**src/rtl/hazard_ctrl_pkg.sv**
```systemverilog
// Shared pipeline definitions for the hazard controller: state encodings,
// control-bundle encodings and fixed pipeline constants.
package hazard_ctrl_pkg;

  typedef enum logic [1:0] {
    ST_RUN        = 2'd0,
    ST_LOAD_STALL = 2'd1,
    ST_MULDIV     = 2'd2,
    ST_MEM_WAIT   = 2'd3
  } state_e;

  localparam logic [31:0] NOP            = 32'h0000_0000;
  localparam logic [4:0]  REG_ZERO       = 5'd0;
  localparam int          MULDIV_LAT_DEF = 32;

  // Pipeline-register steering; IF_ID enable is inverted (1 = do not capture).
  typedef struct packed {
    logic pc_write;
    logic if_id_enable;
    logic if_id_flush;
    logic id_ex_bubble;
  } ctrl_t;

  localparam ctrl_t CTRL_PASS  = '{pc_write: 1'b1, if_id_enable: 1'b0,
                                   if_id_flush: 1'b0, id_ex_bubble: 1'b0};
  localparam ctrl_t CTRL_HOLD  = '{pc_write: 1'b0, if_id_enable: 1'b1,
                                   if_id_flush: 1'b0, id_ex_bubble: 1'b1};
  localparam ctrl_t CTRL_FLUSH = '{pc_write: 1'b1, if_id_enable: 1'b0,
                                   if_id_flush: 1'b1, id_ex_bubble: 1'b0};
  localparam ctrl_t CTRL_RESET = '{pc_write: 1'b0, if_id_enable: 1'b1,
                                   if_id_flush: 1'b1, id_ex_bubble: 1'b1};

endpackage

```
**src/rtl/hazard_ctrl_load_use_cmp.sv**
```systemverilog
// Load-use detector: a load in EX writing a register read by the instruction in ID.
// Purely combinational; writes to the zero register never create a hazard.
module load_use_cmp
  import hazard_ctrl_pkg::*;
(
  input  logic       i_mem_read,
  input  logic [4:0] i_ex_rt,
  input  logic [4:0] i_id_rs,
  input  logic [4:0] i_id_rt,
  output logic       o_hazard
);

  logic w_rs_match;
  logic w_rt_match;

  assign w_rs_match = (i_ex_rt == i_id_rs);
  assign w_rt_match = (i_ex_rt == i_id_rt);
  assign o_hazard   = i_mem_read && (i_ex_rt != REG_ZERO) && (w_rs_match || w_rt_match);

endmodule

```
**src/rtl/hazard_ctrl.sv**
```systemverilog
// Pipeline hazard controller: load-use, multiply/divide, fetch-wait stalls and branch flush.
// Controls are decoded combinationally from state and inputs so they settle before the negedge sampling point.
module hazard_ctrl
  import hazard_ctrl_pkg::*;
#(
  parameter int MULDIV_LAT = MULDIV_LAT_DEF,
  parameter int CNT_W      = 6
) (
  input  logic             clk,
  input  logic             rst_n,
  input  logic             ID_EX_MemRead,
  input  logic [4:0]       ID_EX_Rt,
  input  logic [4:0]       IF_ID_Rs,
  input  logic [4:0]       IF_ID_Rt,
  input  logic             branch_taken,
  input  logic             jump,
  input  logic             mem_ready,
  input  logic             muldiv_start,
  output logic             PC_write,
  output logic             IF_ID_enable,
  output logic             IF_ID_flush,
  output logic             ID_EX_bubble,
  output logic             busy,
  output logic [CNT_W-1:0] stall_cnt
);

  localparam logic [CNT_W-1:0] MULDIV_LOAD = CNT_W'(MULDIV_LAT - 1);

  state_e           r_state;
  logic [CNT_W-1:0] r_cnt;

  state_e           w_next_state;
  logic [CNT_W-1:0] w_next_cnt;
  ctrl_t            w_ctrl;
  ctrl_t            w_out;
  logic             w_load_use;
  logic             w_redirect;

  load_use_cmp u_load_use_cmp (
    .i_mem_read (ID_EX_MemRead),
    .i_ex_rt    (ID_EX_Rt),
    .i_id_rs    (IF_ID_Rs),
    .i_id_rt    (IF_ID_Rt),
    .o_hazard   (w_load_use)
  );

  assign w_redirect = branch_taken | jump;

  always_comb begin
    w_ctrl       = CTRL_PASS;
    w_next_state = ST_RUN;
    w_next_cnt   = '0;
    unique case (r_state)
      // A MEM_WAIT cycle with the fetch complete is decoded exactly like RUN.
      ST_RUN, ST_MEM_WAIT: begin
        if (!mem_ready) begin
          w_ctrl       = CTRL_HOLD;
          w_next_state = ST_MEM_WAIT;
        end else if (muldiv_start) begin
          w_ctrl       = CTRL_HOLD;
          w_next_state = ST_MULDIV;
          w_next_cnt   = MULDIV_LOAD;
        end else if (w_load_use) begin
          w_ctrl       = CTRL_HOLD;
          w_next_state = ST_LOAD_STALL;
        end else if (w_redirect) begin
          w_ctrl       = CTRL_FLUSH;
        end
      end
      // The bubble is already in EX, so the dependent instruction may advance.
      ST_LOAD_STALL: begin
        w_ctrl = w_redirect ? CTRL_FLUSH : CTRL_PASS;
      end
      ST_MULDIV: begin
        if (r_cnt != '0) begin
          w_ctrl       = CTRL_HOLD;
          w_next_state = ST_MULDIV;
          w_next_cnt   = r_cnt - CNT_W'(1);
        end else if (!mem_ready) begin
          w_ctrl       = CTRL_HOLD;
          w_next_state = ST_MEM_WAIT;
        end
      end
      default: begin
        w_ctrl       = CTRL_HOLD;
        w_next_state = ST_RUN;
      end
    endcase
  end

  always_ff @(posedge clk or negedge rst_n) begin
    if (!rst_n) begin
      r_state <= ST_RUN;
      r_cnt   <= '0;
    end else begin
      r_state <= w_next_state;
      r_cnt   <= w_next_cnt;
    end
  end

  // Reset overrides the decode immediately rather than waiting for a clock.
  assign w_out        = rst_n ? w_ctrl : CTRL_RESET;
  assign PC_write     = w_out.pc_write;
  assign IF_ID_enable = w_out.if_id_enable;
  assign IF_ID_flush  = w_out.if_id_flush;
  assign ID_EX_bubble = w_out.id_ex_bubble;
  assign busy         = rst_n && (r_state != ST_RUN);
  assign stall_cnt    = r_cnt;

endmodule

```
**config.mk**
```make
export PLATFORM = sky130hd
export DESIGN_NAME = hazard_ctrl
export DESIGN_NICKNAME = d
export VERILOG_FILES = /design/src/rtl/hazard_ctrl_pkg.sv /design/src/rtl/hazard_ctrl_load_use_cmp.sv /design/src/rtl/hazard_ctrl.sv
export SDC_FILE = /design/constraint.sdc
export NUM_CORES = 1
export LEC_CHECK = 0
export CAP_MARGIN = 20
export CELL_PAD_IN_SITES_DETAIL_PLACEMENT = 1
export CELL_PAD_IN_SITES_GLOBAL_PLACEMENT = 1
export CORE_MARGIN = 3
export CORE_UTILIZATION = 31
export CTS_BUF_LIST = sky130_fd_sc_hd__clkbuf_4
export CTS_CLUSTER_DIAMETER = 80
export DETAILED_ROUTE_END_ITERATION = 7
export GPL_ROUTABILITY_DRIVEN = 0
export PLACE_DENSITY = 0.86
export SYNTH_ARGS = -nofsm -noshare
export SYNTH_HDL_FRONTEND = slang
export SYNTH_SLANG_ARGS = --single-unit
```
**constraint.sdc**
```tcl
create_clock -name clk -period 6.8 [get_ports clk]
set_input_delay 1.7 -clock clk [delete_from_list [all_inputs] [get_ports clk]]
set_output_delay 1.7 -clock clk [all_outputs]
set_load 0.05 [all_outputs]
```
Word-level counts from Yosys, hierarchy flattened. Index checks and enable logic that the tools add are counted. Widths: inputs -> output; s select.

Bits in registers: 8. Input bits: 22. Output and inout port bits: 11. Word-level logic and storage cells: 36.

$add $sub $neg: 1. Eq/ne operators: 5. Multiplexer cells: 18. Bitwise operators: 1. Reduce and logical (&&, ||, !) cells: 9.

Operator list (count): $mux 4 (6); $pmux 4 s3 (1); $pmux 6 s2 (1); $eq 5x5->1 (2); $mux 2 (5); $mux 5 (2); $mux 6 (1); $reduce_bool 6->1 (1); $sub 6x1->6 const B (1); $reduce_bool 5->1 (1); $eq 2x2->1 const B (2); $pmux 2 s2 (1); $logic_and 1x1->1 (3); $eq 2x1->1 const B (1); $logic_not 2->1 (1); $reduce_bool 2->1 (1); $reduce_or 2->1 (1); $logic_or 1x1->1 (1); $mux 1 (1); $or 1x1->1 (1).

Longest topological paths before layout.
Word-level depth: 8. Mapped depth: 7. Mapped depth without buffers: 6.

Cells and area by module. From an unflattened synthesis, not the netlist that was laid out.

Cells, all modules: 71. Area, all modules: 650.6 um^2.

By module, submodules not included: hazard_ctrl (instances 1, cells each 54, area each 525.5 um^2, seq. area each 200.2 um^2); load_use_cmp (instances 1, cells each 17, area each 125.1 um^2, seq. area each 0.0 um^2).

Least setup slack after synthesis. Ideal clock, no wire load.

Kind: input-to-output. From: input ID_EX_Rt[0]. To: output IF_ID_flush. Arrival time: 3.242 ns. Required time: 5.100 ns. Path slack: 1.858 ns. Cell stages on the path: 3. Path buffers: 0. Path through: or3_1 o311a_1 a31oi_1.

Word-level cells in the longest chain between the ends: 8. Elaborated cells on any way between the ends: 11. Those cells by class: 2 x eq/ne; 5 x mux; 4 x reduce/logical.

RTL lines: start, declared (RTL line hazard_ctrl.sv:12) `input logic [4:0] ID_EX_Rt,`; $eq 5x5->1 (tied with other cells) (RTL line hazard_ctrl_load_use_cmp.sv:16) `assign w_rs_match = (i_ex_rt == i_id_rs);`; $logic_or 1x1->1 / $logic_and 1x1->1 (equally long branches) (RTL line hazard_ctrl_load_use_cmp.sv:18) `assign o_hazard = i_mem_read && (i_ex_rt != REG_ZERO) && (w_rs_match || w_rt_match);`; $logic_and 1x1->1 (*) (RTL line hazard_ctrl_load_use_cmp.sv:18); $mux 4 (*) (RTL line hazard_ctrl.sv:63) `end else if (w_load_use) begin`; $mux 4 (*) (RTL line hazard_ctrl.sv:59) `end else if (muldiv_start) begin`; $mux 4 (*) (RTL line hazard_ctrl.sv:56) `if (!mem_ready) begin`; $pmux 4 s3 (*) (RTL line hazard_ctrl.sv:53) `unique case (r_state)`; $mux 4 (*) (RTL line hazard_ctrl.sv:102) `assign w_out = rst_n ? w_ctrl : CTRL_RESET;`; end, declared (RTL line hazard_ctrl.sv:21) `output logic IF_ID_flush,`.

Every way passes the cells marked *; elsewhere a longest branch is shown, timed or not.

Worst setup path after layout.
From: input ID_EX_Rt[0]. To: output PC_write.

Word-level cells in the longest chain between the ends: 8. Elaborated cells on any way between the ends: 11. Those cells by class: 2 x eq/ne; 5 x mux; 4 x reduce/logical.

RTL lines: $eq 5x5->1 (tied with other cells) (RTL line hazard_ctrl_load_use_cmp.sv:16); $logic_or 1x1->1 / $logic_and 1x1->1 (equally long branches) (RTL line hazard_ctrl_load_use_cmp.sv:18); $logic_and 1x1->1 (*) (RTL line hazard_ctrl_load_use_cmp.sv:18); $mux 4 (*) (RTL line hazard_ctrl.sv:63); $mux 4 (*) (RTL line hazard_ctrl.sv:59); $mux 4 (*) (RTL line hazard_ctrl.sv:56); $pmux 4 s3 (*) (RTL line hazard_ctrl.sv:53); $mux 4 (*) (RTL line hazard_ctrl.sv:102); end, declared (RTL line hazard_ctrl.sv:19) `output logic PC_write,`.

Marked as above.

==> flow_summary.json <==
{
  "worstPathCellList": "clkdlybuf4s50_1 > or3_1 > o311a_1 > a211oi_2 > clkdlybuf4s50_1",
  "synth.yosys.warnings": 0,
  "cellPowerDensity_nw_per_um2": 452,
  "postRouteAntennaNets": 0,
  "ctsHtreeMaxLevel": 1,
  "maximum_root_to_sink_buffer_count": 2,
  "critical-path-slowest-cell": "sky130_fd_sc_hd__clkdlybuf4s50_1",
  "multiInputGateArea_um2": 424,
  "synth_area_leader": "sky130_fd_sc_hd__dfrtp_1",
  "gr-usage-all-layers_pct": 14.7,
  "synthArstFlopShare_pct": 100,
  "synth.yosys.seq_area_share_pct": 30.4,
  "synth.ff_latch_count": 8,
  "worstSetupStartpointType": "input pin",
  "worst-setup-path-type": "in2out",
  "dominantRegCellSynth": "sky130_fd_sc_hd__dfrtp_1",
  "antenna_violations_before_repair": 0,
  "tritoncts_num_sinks": 8,
  "setup_total_negative_slack_ns": 0,
  "reg2reg_from": "stall_cnt[0]$_DFF_PN0_",
  "post-cts-setup-buffer-count": 0,
  "routedWlPerCell_um": 13.7,
  "first_pass_iters": 4,
  "first_global_vias": 670,
  "grt_max_degree": 14,
  "core_area_um2": 1980,
  "layout.filler_cells": 232,
  "synth.top_cells.by_count": "13 x sky130_fd_sc_hd__xnor2_1, 8 x sky130_fd_sc_hd__dfrtp_1, 7 x sky130_fd_sc_hd__inv_1, 7 x sky130_fd_sc_hd__o21ai_0",
  "worst_slew_pin_slew_ns": 0.616,
  "setup_viol": 0,
  "tritoncts.num_buffers": 3,
  "cts.root.buffer_cell": "sky130_fd_sc_hd__clkbuf_4",
  "tritoncts": "built",
  "design.final.nets": 137,
  "worst_path_fanout_max": 4,
  "synth_to_final_area_change_pct": 56.1,
  "power_leakage_nw": 0.416,
  "placement_rows": 16,
  "worst_path_most_repeated_cell": "sky130_fd_sc_hd__clkdlybuf4s50_1",
  "clock-skew-final_ns": 0.00176,
  "drc": 0,
  "die_h_um": 52.1,
  "finalMaxSlewViolations": 0,
  "clkSlewWorstSetupHoldPaths_ns": 0.05,
  "cp-end-kind": "output port",
  "floorplan.initialDensity_pct": 33.2,
  "detailroute.via_count": 664,
  "hold_viol_final": 0,
  "length_in_cells_of_the_worst_reg_to_reg_path": 5,
  "worst-endpoint-arrival_ns": 3.97,
  "postSynthAreaPerCell_um2": 8.89,
  "min_from": "stall_cnt[0]$_DFF_PN0_",
  "place.port_buffers": 32,
  "number_of_synthesized_flops_with_an_enable_pin": 0,
  "run_status": "complete, no violations",
  "source_to_sink_clock_delay_at_the_later_pin_of_the_worst_skew_pair_ns": 0.25,
  "mappedNetlistNets": 101,
  "crit_family": "buffers and inverters",
  "synth.cell_area_um2": 658,
  "grt_setup_unrepaired": "no",
  "totalWireLength_mm": 1.86,
  "max_cap_viol_count": 0,
  "min_period_over_period_pct": 83.4,
  "drive_above_1_share_pct": 5.56,
  "minimum_clock_period_ns": 5.67,
  "irDropWorstVdd_mv": 0.258,
  "yosys.area.top_type_share_pct": 30.4,
  "post-synth-top-count-cell": "sky130_fd_sc_hd__xnor2_1",
  "hold_path.class": "reg2reg",
  "netlist_top_cells_area": "sky130_fd_sc_hd__dfrtp_1 30%, sky130_fd_sc_hd__xnor2_1 17%, sky130_fd_sc_hd__ha_1 9.5%",
  "ys_types": 28,
  "maxSlewHeadroom_pct": 58.5,
  "critical_path_required_ns": 5.10,
  "area_taken_by_flip_flops_and_latches_um2": 200,
  "place_hpwl_mm": 1.53,
  "timing.rr.end": "stall_cnt[4]$_DFF_PN0_",
  "path_buf_inv": 2,
  "max_freq_mhz": 176,
  "timing.reg2reg.setup_slack_ns": 4.78,
  "critPathMaxStageDelay_ns": 0.83,
  "post_drt_via_cell_ratio": 4.92,
  "grt_overflow_total": 0,
  "detail_route.iter0.violations": 3,
  "cts_hold_repair.buffers": 0,
  "synthesis.instances": 74,
  "hold-worst-slack_ns": 0.531,
  "grt_pass1_wl_mm": 2.92,
  "diodes": 0,
  "cts.repair.resized": 0,
  "hold-path-cell-count": 1,
  "hold_path_end": "stall_cnt[0]$_DFF_PN0_",
  "boundaryPins": 33,
  "die_w_um": 52.1,
  "design.die.area_um2": 2710
}
## sequential cells by signal, summed over array words and instances (netlist names)
name       count
stall_cnt      6
r_state        2
## cell type report
class | count | share of cell area [%]
Clock buffer | 3 | 2.19
Sequential cell | 8 | 19.5
Timing Repair Buffer | 32 | 31.2
Multi-Input combinational cell | 58 | 41.3
Tap cell | 27 | 3.29
Inverter | 7 | 2.56
## worst reg2reg max path, cell delays in order, from the launching register on
cell	delay, ns
sky130_fd_sc_hd__dfrtp_1	0.40
sky130_fd_sc_hd__inv_1	0.07
sky130_fd_sc_hd__ha_1	0.19
sky130_fd_sc_hd__or4b_4	0.49
sky130_fd_sc_hd__o21ai_0	0.52
sky130_fd_sc_hd__o21ai_0	0.21
## placed cells by master (no fill, tap or decap), types with 2 or more instances in the layout
master                            count
sky130_fd_sc_hd__ha_1                 5
sky130_fd_sc_hd__xnor2_1             13
sky130_fd_sc_hd__nor2_1               5
sky130_fd_sc_hd__inv_1                7
sky130_fd_sc_hd__o21ai_0              7
sky130_fd_sc_hd__nand3_1              3
sky130_fd_sc_hd__a21oi_1              2
sky130_fd_sc_hd__clkdlybuf4s50_1     32
sky130_fd_sc_hd__nor2b_1              2
sky130_fd_sc_hd__clkbuf_4             3
sky130_fd_sc_hd__dfrtp_1              8
sky130_fd_sc_hd__nand2_1              4
## metal layers
layer / wire [um] / GRT usage, % / share of wire [%] / vias up
li1: - / - / - / 325
met1: 799 / 17.2 / 43 / 320
met2: 965 / 25.5 / 52 / 17
met3: 74 / 4.58 / 4.0 / 2
met4: 17 / 3.93 / 0.92 / 0
met5: 0 / 0 / 0 / -
## cell families (layout without fill, tap and decap cells)
kind of cell / Yosys count / count (layout) / synth area share, %
AOI/OAI and AO/OA: 20 / 20 / 20.7
xor gates and xnor gates: 14 / 14 / 18.6
adders and majority gates: 5 / 5 / 9.51
buffers and inverters: 8 / 42 / 5.13
DFF: 8 / 8 / 30.4
and+or+nand+nor: 19 / 19 / 15.6
## through the flow
stage | power (mW) | instances | util (%) | setup WS (ns) | instance area, um^2
2_1_floorplan | 0.326 | 74 | - | 1.86 | 658
3_3_place_gp | 0.419 | 132 | 50.7 | 1.16 | 1000
3_5_place_dp | 0.427 | 132 | 50.7 | 1.13 | 1000
4_1_cts | 0.469 | 135 | 51.8 | 1.13 | 1030
5_1_grt | 0.498 | 135 | 51.8 | 1.03 | 1030
6_report | 0.465 | 135 | 51.8 | 1.13 | 1030
## power breakdown
| group | leakage, nW | switching, mW | internal, mW | total [mW] |
|---|---|---|---|---|
| clock network | 0.0138 | 0.0162 | 0.0202 | 0.0364 |
| logic | 0.299 | 0.206 | 0.131 | 0.337 |
| registers | 0.103 | 0.0219 | 0.0688 | 0.0907 |
## how the worst max path moves through the flow
| stage | cells after the start | slack [ns] | end | start |
|---|---|---|---|---|
| floorplan | 3 | 1.86 | IF_ID_flush | ID_EX_Rt[0] |
| global placement | 5 | 1.16 | PC_write | ID_EX_Rt[0] |
| detailed placement | 5 | 1.13 | PC_write | ID_EX_Rt[0] |
| CTS | 5 | 1.13 | PC_write | ID_EX_Rt[0] |
| global route | 5 | 1.03 | PC_write | ID_EX_Rt[0] |
| finish | 5 | 1.13 | PC_write | ID_EX_Rt[0] |
No activity file was read; power rests on OpenSTA's default activity.
